===== config.mk =====
export PLATFORM = sky130hd
export DESIGN_NAME = arm_reg_file_sb
export DESIGN_NICKNAME = d
export VERILOG_FILES = /design/src/rtl/arm_reg_file_sb_pkg.sv /design/src/rtl/arm_reg_file_sb_sb_counter.sv /design/src/rtl/arm_reg_file_sb.sv
export SDC_FILE = /design/constraint.sdc
export NUM_CORES = 2
export LEC_CHECK = 0
export ABC_CLOCK_PERIOD_IN_PS = 17600
export BUFFER_PORTS_ARGS = -buffer_cell sky130_fd_sc_hd__buf_2
export CORE_MARGIN = 10
export CORE_UTILIZATION = 30
export CTS_CLUSTER_DIAMETER = 80
export DETAILED_ROUTE_END_ITERATION = 7
export HOLD_SLACK_MARGIN = 0.06
export PLACE_DENSITY = 0.55
export SLEW_MARGIN = 0
export SYNTH_ARGS = -nofsm -noshare
export SYNTH_HDL_FRONTEND = slang
export SYNTH_SLANG_ARGS = --single-unit

===== constraint.sdc =====
create_clock -name clk -period 17.6 [get_ports clk]
set_input_delay 1.76 -clock clk [delete_from_list [all_inputs] [get_ports clk]]
set_output_delay 1.76 -clock clk [all_outputs]
set_load 0.005 [all_outputs]

===== src/rtl/arm_reg_file_sb_pkg.sv =====
// Shared constants and types for the ARM register file with pending-write scoreboard.
package arm_reg_file_sb_pkg;
   localparam int ADDR_W     = 4;
   localparam int PC_IDX     = 15;
   localparam int NUM_REGS   = 15;
   localparam int SB_CNT_W   = 2;
   localparam int SB_CNT_MAX = 3;

   typedef logic [SB_CNT_W-1:0] sb_cnt_t;
endpackage


===== src/rtl/arm_reg_file_sb_sb_counter.sv =====
// Saturating 2-bit pending-write counter for one architectural register.
// err pulses in any cycle whose net update would overflow or underflow.
module sb_counter
   import arm_reg_file_sb_pkg::*;
(
   input  logic    clk,
   input  logic    rst,
   input  logic    inc,
   input  logic    dec_wb,
   input  logic    dec_kill,
   output sb_cnt_t count,
   output logic    err
);
   localparam int SUM_W = SB_CNT_W + 2;
   localparam logic signed [SUM_W-1:0] MAX_S = SUM_W'(SB_CNT_MAX);

   sb_cnt_t                 count_reg;
   sb_cnt_t                 count_next;
   logic signed [SUM_W-1:0] sum;

   always_comb begin
      sum = signed'({2'b00, count_reg})
          + signed'({{(SUM_W-1){1'b0}}, inc})
          - signed'({{(SUM_W-1){1'b0}}, dec_wb})
          - signed'({{(SUM_W-1){1'b0}}, dec_kill});
      count_next = sum[SB_CNT_W-1:0];
      err        = 1'b0;
      if (sum[SUM_W-1]) begin
         // more retirements than outstanding writes: hold at zero
         count_next = '0;
         err        = 1'b1;
      end else if (sum > MAX_S) begin
         count_next = SB_CNT_W'(SB_CNT_MAX);
         err        = 1'b1;
      end
   end

   always_ff @(posedge clk or posedge rst) begin
      if (rst) count_reg <= '0;
      else     count_reg <= count_next;
   end

   assign count = count_reg;
endmodule


===== src/rtl/arm_reg_file_sb.sv =====
// ARM r0-r14 register file (negedge write, async read, r15 = pc_plus8) with a
// per-register pending-write scoreboard driving decode stall. REGFILE_SB_ERR_EN enables sticky sb_err.
module arm_reg_file_sb #(
   parameter int N      = 32,
   parameter int ADDR_W = arm_reg_file_sb_pkg::ADDR_W
) (
   input  logic              clk,
   input  logic              rst,
   input  logic [ADDR_W-1:0] rn_addr,
   input  logic [ADDR_W-1:0] rm_addr,
   input  logic [ADDR_W-1:0] rs_addr,
   input  logic              rn_used,
   input  logic              rm_used,
   input  logic              rs_used,
   output logic [N-1:0]      rn_data,
   output logic [N-1:0]      rm_data,
   output logic [N-1:0]      rs_data,
   input  logic [N-1:0]      pc_plus8,
   input  logic              issue_en,
   input  logic [ADDR_W-1:0] issue_dst,
   input  logic              kill_en,
   input  logic [ADDR_W-1:0] kill_dst,
   input  logic              wb_en,
   input  logic [ADDR_W-1:0] wb_addr,
   input  logic [N-1:0]      wb_data,
   output logic              stall,
   output logic              sb_err
);
   import arm_reg_file_sb_pkg::*;

   localparam logic [ADDR_W-1:0] PC_ADDR = ADDR_W'(PC_IDX);

   logic [N-1:0] regs [0:NUM_REGS-1];

   // Falling-edge write lets decode see write-back data in the same cycle.
   always_ff @(negedge clk or posedge rst) begin
      if (rst) begin
         for (int i = 0; i < NUM_REGS; i++) regs[i] <= '0;
      end else if (wb_en && wb_addr != PC_ADDR) begin
         regs[wb_addr] <= wb_data;
      end
   end

   sb_cnt_t                 cnt [NUM_REGS];
   logic [NUM_REGS-1:0]     err_vec;
   logic [(2**ADDR_W)-1:0]  pending;

   assign pending[PC_IDX] = 1'b0;

   for (genvar gi = 0; gi < NUM_REGS; gi++) begin : g_sb
      logic inc;
      logic dec_wb;
      logic dec_kill;

      assign inc      = issue_en && issue_dst == ADDR_W'(gi);
      assign dec_wb   = wb_en    && wb_addr   == ADDR_W'(gi);
      assign dec_kill = kill_en  && kill_dst  == ADDR_W'(gi);

      sb_counter u_cnt (
         .clk      (clk),
         .rst      (rst),
         .inc      (inc),
         .dec_wb   (dec_wb),
         .dec_kill (dec_kill),
         .count    (cnt[gi]),
         .err      (err_vec[gi])
      );

      // A write-back landing this cycle already satisfies one pending entry.
      assign pending[gi] = cnt[gi] > SB_CNT_W'(dec_wb);
   end

   logic [ADDR_W-1:0] src_addr [3];
   logic [2:0]        src_used;
   logic [N-1:0]      src_data [3];
   logic [2:0]        src_pend;

   assign src_addr[0] = rn_addr;
   assign src_addr[1] = rm_addr;
   assign src_addr[2] = rs_addr;
   assign src_used    = {rs_used, rm_used, rn_used};

   for (genvar gi = 0; gi < 3; gi++) begin : g_src
      assign src_data[gi] = (src_addr[gi] == PC_ADDR) ? pc_plus8 : regs[src_addr[gi]];
      assign src_pend[gi] = src_used[gi] && (src_addr[gi] != PC_ADDR) && pending[src_addr[gi]];
   end

   assign rn_data = src_data[0];
   assign rm_data = src_data[1];
   assign rs_data = src_data[2];
   assign stall   = |src_pend;

`ifdef REGFILE_SB_ERR_EN
   logic sb_err_reg;

   always_ff @(posedge clk or posedge rst) begin
      if (rst)           sb_err_reg <= 1'b0;
      else if (|err_vec) sb_err_reg <= 1'b1;
   end

   assign sb_err = sb_err_reg;
`else
   logic unused_err;

   assign unused_err = |err_vec;
   assign sb_err     = 1'b0;
`endif
endmodule

* Word level (Yosys, flattened, before mapping) *
Cells that the tools add are included.

storage, ports and cells
  logic and storage cells = 274
  flip-flop bits (word level) = 510
  input port bits = 96
  output and inout bits = 98

operators by class
  add/subtract/negate cells = 45
  bitwise operators = 4
  multiplexer cells = 51
  eq/ne operators = 49
  reductions and logical operators = 57
  order comparisons = 38

operator list
  operator                                                                          count
  480-bit bitwise mux                                                               1
  32-bit binary-select mux with 4-bit select                                        3
  32-bit 2-to-1 mux                                                                 10
  32-bit demux with 4-bit select                                                    1
  4-bit by 2-bit subtractor with 4-bit output                                       30
  4-bit equality test (second input constant)                                       24
  4-bit by 3-bit greater-than comparator with 1-bit output (second input constant)  15
  2-bit 2-to-1 mux                                                                  30
  1-bit logical AND                                                                 53
  4-bit by 3-bit equality test with 1-bit output (second input constant)            12
  2-bit by 1-bit adder with 3-bit output                                            15
  2-bit by 1-bit greater-than comparator with 1-bit output                          15
  4-bit by 2-bit equality test with 1-bit output (second input constant)            6
  5-bit >= comparator (second input constant)                                       4
  4-bit NOT with 5-bit output                                                       4
  4-bit != test (second input constant)                                             4
  4-bit by 5-bit less-than comparator with 1-bit output (second input constant)     3
  1-bit binary-select mux with 4-bit select                                         3
  4-bit by 1-bit equality test with 1-bit output (second input constant)            3
  4-bit zero test                                                                   3
  5-bit by 1-bit less-than comparator with 1-bit output (second input constant)     1
  1-bit 2-to-1 mux                                                                  3
  3-bit OR reduction                                                                1

* Depth between registers and ports, before layout *
  depth in word-level cells = 8
  depth in mapped cells = 12
  mapped depth without buffers = 10

* Cells and area by module *
A second synthesis with hierarchy kept.

unflattened totals
  cells, all modules = 2806
  area, all modules = 33895.0 sq um

by module, submodules not included
  module           times used  cells an instance  area an instance (sq um)
  arm_reg_file_sb  1           2491               30948.4
  sb_counter       15          21                 196.4

==> results.sh <==
export IMPL_run_status="finished, final reports clean"
export IMPL_number_of_flip_flops_and_latches_in_the_synthesized_netlist=510
export IMPL_layout_cell_area_non_filler_mm2=0.0378
export IMPL_die_area_mm2=0.125
export IMPL_worst_setup_path_type="flip-flop to primary output"
export IMPL_core_area_mm2=0.111
export IMPL_post_route_worst_setup_slack_ns=4.68
export IMPL_crit_path_max_incr_delay_ns=0.58
export IMPL_clkSinkCount=510
export IMPL_detail_route_wl_per_cell_um=26.8
export IMPL_die_width_um=354
export IMPL_finish_stage_setup_viols=0
export IMPL_dr_first_iter_drc_count=2632
export IMPL_maxCapViolCount=0
export IMPL_holdBufCountCts=0
export IMPL_critical_path_top_delay_family="multiplexers"
export IMPL_yosysTopAreaCellShare_pct=36.0
export IMPL_cts_setup_buffers=0
export IMPL_synth_area_top_cells="sky130_fd_sc_hd__dfrtn_1, sky130_fd_sc_hd__mux4_2, sky130_fd_sc_hd__mux2_2, sky130_fd_sc_hd__nand2_1, sky130_fd_sc_hd__dfrtp_1"
export IMPL_synth_net_count=2922
export IMPL_flow_area_growth_from_synthesis_pct=13.2
export IMPL_cts_buffers_inserted=60
export IMPL_worstSetupEndpointType="primary output"
export IMPL_grt_ovfl_total=0
export IMPL_synth_largest_area_cell="sky130_fd_sc_hd__dfrtn_1"
export IMPL_type_of_the_most_critical_hold_path="flip-flop to flip-flop"
export IMPL_cts_htree_levels=2
export IMPL_crit_path_max_fanout=4
export IMPL_portbufs=192
export IMPL_arrival_ns=11.16
export IMPL_cellInternalPower_mw=2.99
export IMPL_synth_area_mm2=0.0334
export IMPL_crit_path_cell_trace="mux4_2 -> mux4_2 -> a21o_1 -> buf_2"
export IMPL_post_synthesis_async_set_or_reset_flop_share_pct=100
export IMPL_placement_cell_area_mm2=0.0357
export IMPL_grtUsageTotal_pct=18.2
export IMPL_power_spent_charging_and_discharging_nets_mw=1.36
export IMPL_synth_seq_area_share_pct=38.2
export IMPL_finalSetupTns_ns=0
export IMPL_seq_power_share_pct=40.2
export IMPL_number_of_global_route_vias_before_repair=24000
export IMPL_power_per_standard_cell_area_mw_per_mm2=115
export IMPL_nets=2991
export IMPL_route_detailed_vias_per_inst=5.51
export IMPL_critPathSlowestCell="sky130_fd_sc_hd__mux4_2"
export IMPL_starting_density_of_the_core_pct=30.2
export IMPL_final_hold_violation_count=0
export IMPL_synth_distinct_cells=51
export IMPL_gp_congestion=0.774
export IMPL_cts_tree="done"
export IMPL_synth_edf_count=0
export IMPL_setup_repair_after_global_routing_missed_its_margin="no"
export IMPL_data_required_time_of_the_critical_path_ns=15.84
export IMPL_io_pins=194
export IMPL_drc=0
export IMPL_dpl_hpwl_um=69800
export IMPL_power_leakage_nw=16.8
export IMPL_floorplan_rows=122
export IMPL_switching_share_pct=31.2
export IMPL_largest_net_degree_at_the_start_of_global_routing=143
export IMPL_worst_slew_margin_rel_pct=20.1
export IMPL_worst_setup_path_start_kind="flip-flop"
export IMPL_ys_warnings_count=0
export IMPL_power_share_of_the_combinational_group_pct=29.4
export IMPL_cts_root_buf="sky130_fd_sc_hd__clkbuf_16"
export IMPL_tightest_slew_ns=1.20
export IMPL_post_cts_resized_instances=0
export IMPL_largest_register_ffs=480
export IMPL_synth_cells=2736
export IMPL_ant_nets=0
export IMPL_clk_pin_slew_worst_paths_ns=0.05
export IMPL_antenna_found_initial=19
export IMPL_crit_path_frequent_cell="sky130_fd_sc_hd__mux4_2"
export IMPL_syn_avg_cell_area_um2=12.2
export IMPL_final_layout_size_suffix_gt1_share_pct=37.6
export IMPL_final_setup_skew_ns=0.00769
export IMPL_timing_critical_path_buf_inv=1
export IMPL_die_height_um=354
export IMPL_clk_latency_ns=0.64
export IMPL_post_place_ws_ns=4.73
export IMPL_final_max_slew_violation_count=0
export IMPL_dr_total_vias=23900
export IMPL_route_final_wire_length_um=116000
export IMPL_max_rail_drop_vdd_v=0.0000883
export IMPL_clock_power_share_pct=30.5
export IMPL_grt_pass1_wl_um=171000
export IMPL_drtPass1Iterations=5
export IMPL_synth_ff_type="sky130_fd_sc_hd__dfrtn_1"
export IMPL_clk_path_buf_depth=3
==> power groups by stage <==
stage	logic, mW	clock network (mW)	registers, mW
6_report	1.28	1.32	1.75
5_1_grt	1.40	1.39	1.79
4_1_cts	1.29	1.35	1.74
3_5_place_dp	1.29	0	1.76
3_3_place_gp	1.27	0	1.74
2_1_floorplan	0.960	0	1.67
==> per-layer routing <==
metal / part of all wire (%) / GRT usage (%) / up-vias / wire, um
li1: - / - / 10100 / -
met1: 43 / 24.9 / 12600 / 49700
met2: 46 / 28.3 / 1060 / 53300
met3: 9.0 / 4.81 / 166 / 10500
met4: 2.4 / 4.75 / 14 / 2820
met5: 0.067 / 0 / - / 78
==> per-stage QoR <==
stage	hold slack, ns	util (%)	power [mW]	instances
6_report	0.469	34.2	4.35	4346
3_3_place_gp	0.457	32.3	3.01	4231
2_1_floorplan	0.434	-	2.63	2736
3_5_place_dp	0.466	32.3	3.04	4231
4_1_cts	0.468	34.2	4.38	4341
5_1_grt	0.494	34.2	4.58	4345
==> cells in the mapped netlist (30+ instances only) <==
library cell / count
sky130_fd_sc_hd__dfrtn_1: 480
sky130_fd_sc_hd__dfrtp_1: 30
sky130_fd_sc_hd__inv_1: 101
sky130_fd_sc_hd__mux2_2: 314
sky130_fd_sc_hd__nand2_1: 659
sky130_fd_sc_hd__buf_2: 52
sky130_fd_sc_hd__ha_1: 60
sky130_fd_sc_hd__fa_1: 30
sky130_fd_sc_hd__a21o_1: 70
sky130_fd_sc_hd__nor2_1: 51
sky130_fd_sc_hd__mux4_2: 388
sky130_fd_sc_hd__o21ai_0: 64
sky130_fd_sc_hd__clkbuf_1: 142
sky130_fd_sc_hd__mux2i_1: 71
==> kinds of logic (layout without fill, tap and decap cells) <==
logic type | count (synthesis) | after routing | share of synthesized area (%)
other | 1 | 6 | 0.0112
adders and majority gates | 90 | 90 | 4.05
xor gates and xnor gates | 11 | 11 | 0.289
DFF | 510 | 510 | 38.2
AOI/OAI and AO/OA | 238 | 238 | 4.96
muxes | 777 | 777 | 39.0
buffers and inverters | 337 | 454 | 4.29
and+or+nand+nor | 772 | 772 | 9.16
==> layout make-up <==
| cell class | count | area, um2 |
|---|---|---|
| Multi-Input combinational cell | 1889 | 19300 |
| Timing Repair Buffer | 243 | 1420 |
| Tap cell | 1488 | 1860 |
| Inverter | 101 | 383 |
| Antenna cell | 5 | 12.5 |
| Sequential cell | 510 | 12800 |
| Fill cell | 10900 | 72700 |
| Clock inverter | 18 | 258 |
| Clock buffer | 92 | 1800 |
==> worst register-to-register path, cell delays in order, from the launching register on <==
cell and delay [ns]:
sky130_fd_sc_hd__dfrtp_1 0.38, sky130_fd_sc_hd__ha_1 0.29, sky130_fd_sc_hd__inv_1 0.05, sky130_fd_sc_hd__fa_1 0.43, sky130_fd_sc_hd__ha_1 0.24, sky130_fd_sc_hd__inv_1 0.05
sky130_fd_sc_hd__a221oi_1 0.07, sky130_fd_sc_hd__a21o_1 0.16
==> cell usage in the layout, fill, tap and decap left out, types with 60 or more instances in the layout <==
master,count
sky130_fd_sc_hd__dfrtn_1,480
sky130_fd_sc_hd__ha_1,60
sky130_fd_sc_hd__mux4_2,388
sky130_fd_sc_hd__a21o_1,70
sky130_fd_sc_hd__buf_2,183
sky130_fd_sc_hd__nand2_1,658
sky130_fd_sc_hd__o21ai_0,64
sky130_fd_sc_hd__clkbuf_16,61
sky130_fd_sc_hd__inv_1,94
sky130_fd_sc_hd__mux2_2,314
sky130_fd_sc_hd__mux2i_1,71
==> path summary, 6_finish.rpt <==
path	from	end	depth (start not counted)	slack [ns]
setup / recovery	regs[415]$_DFFE_NP0P_	rs_data[31]	4	4.68
hold / removal	regs[295]$_DFFE_NP0P_	regs[295]$_DFFE_NP0P_	2	0.47
setup reg to reg	g_sb[5].u_cnt.count[0]$_DFF_PP0_	g_sb[5].u_cnt.count[0]$_DFF_PP0_	7	15.82
hold reg to reg	regs[295]$_DFFE_NP0P_	regs[295]$_DFFE_NP0P_	2	0.47
max in group asynchronous	rst	regs[193]$_DFFE_NP0P_	4	5.72
min in group asynchronous	rst	g_sb[9].u_cnt.count[1]$_DFF_PP0_	2	1.20
Note: power is estimated with default switching activity, not from simulation.
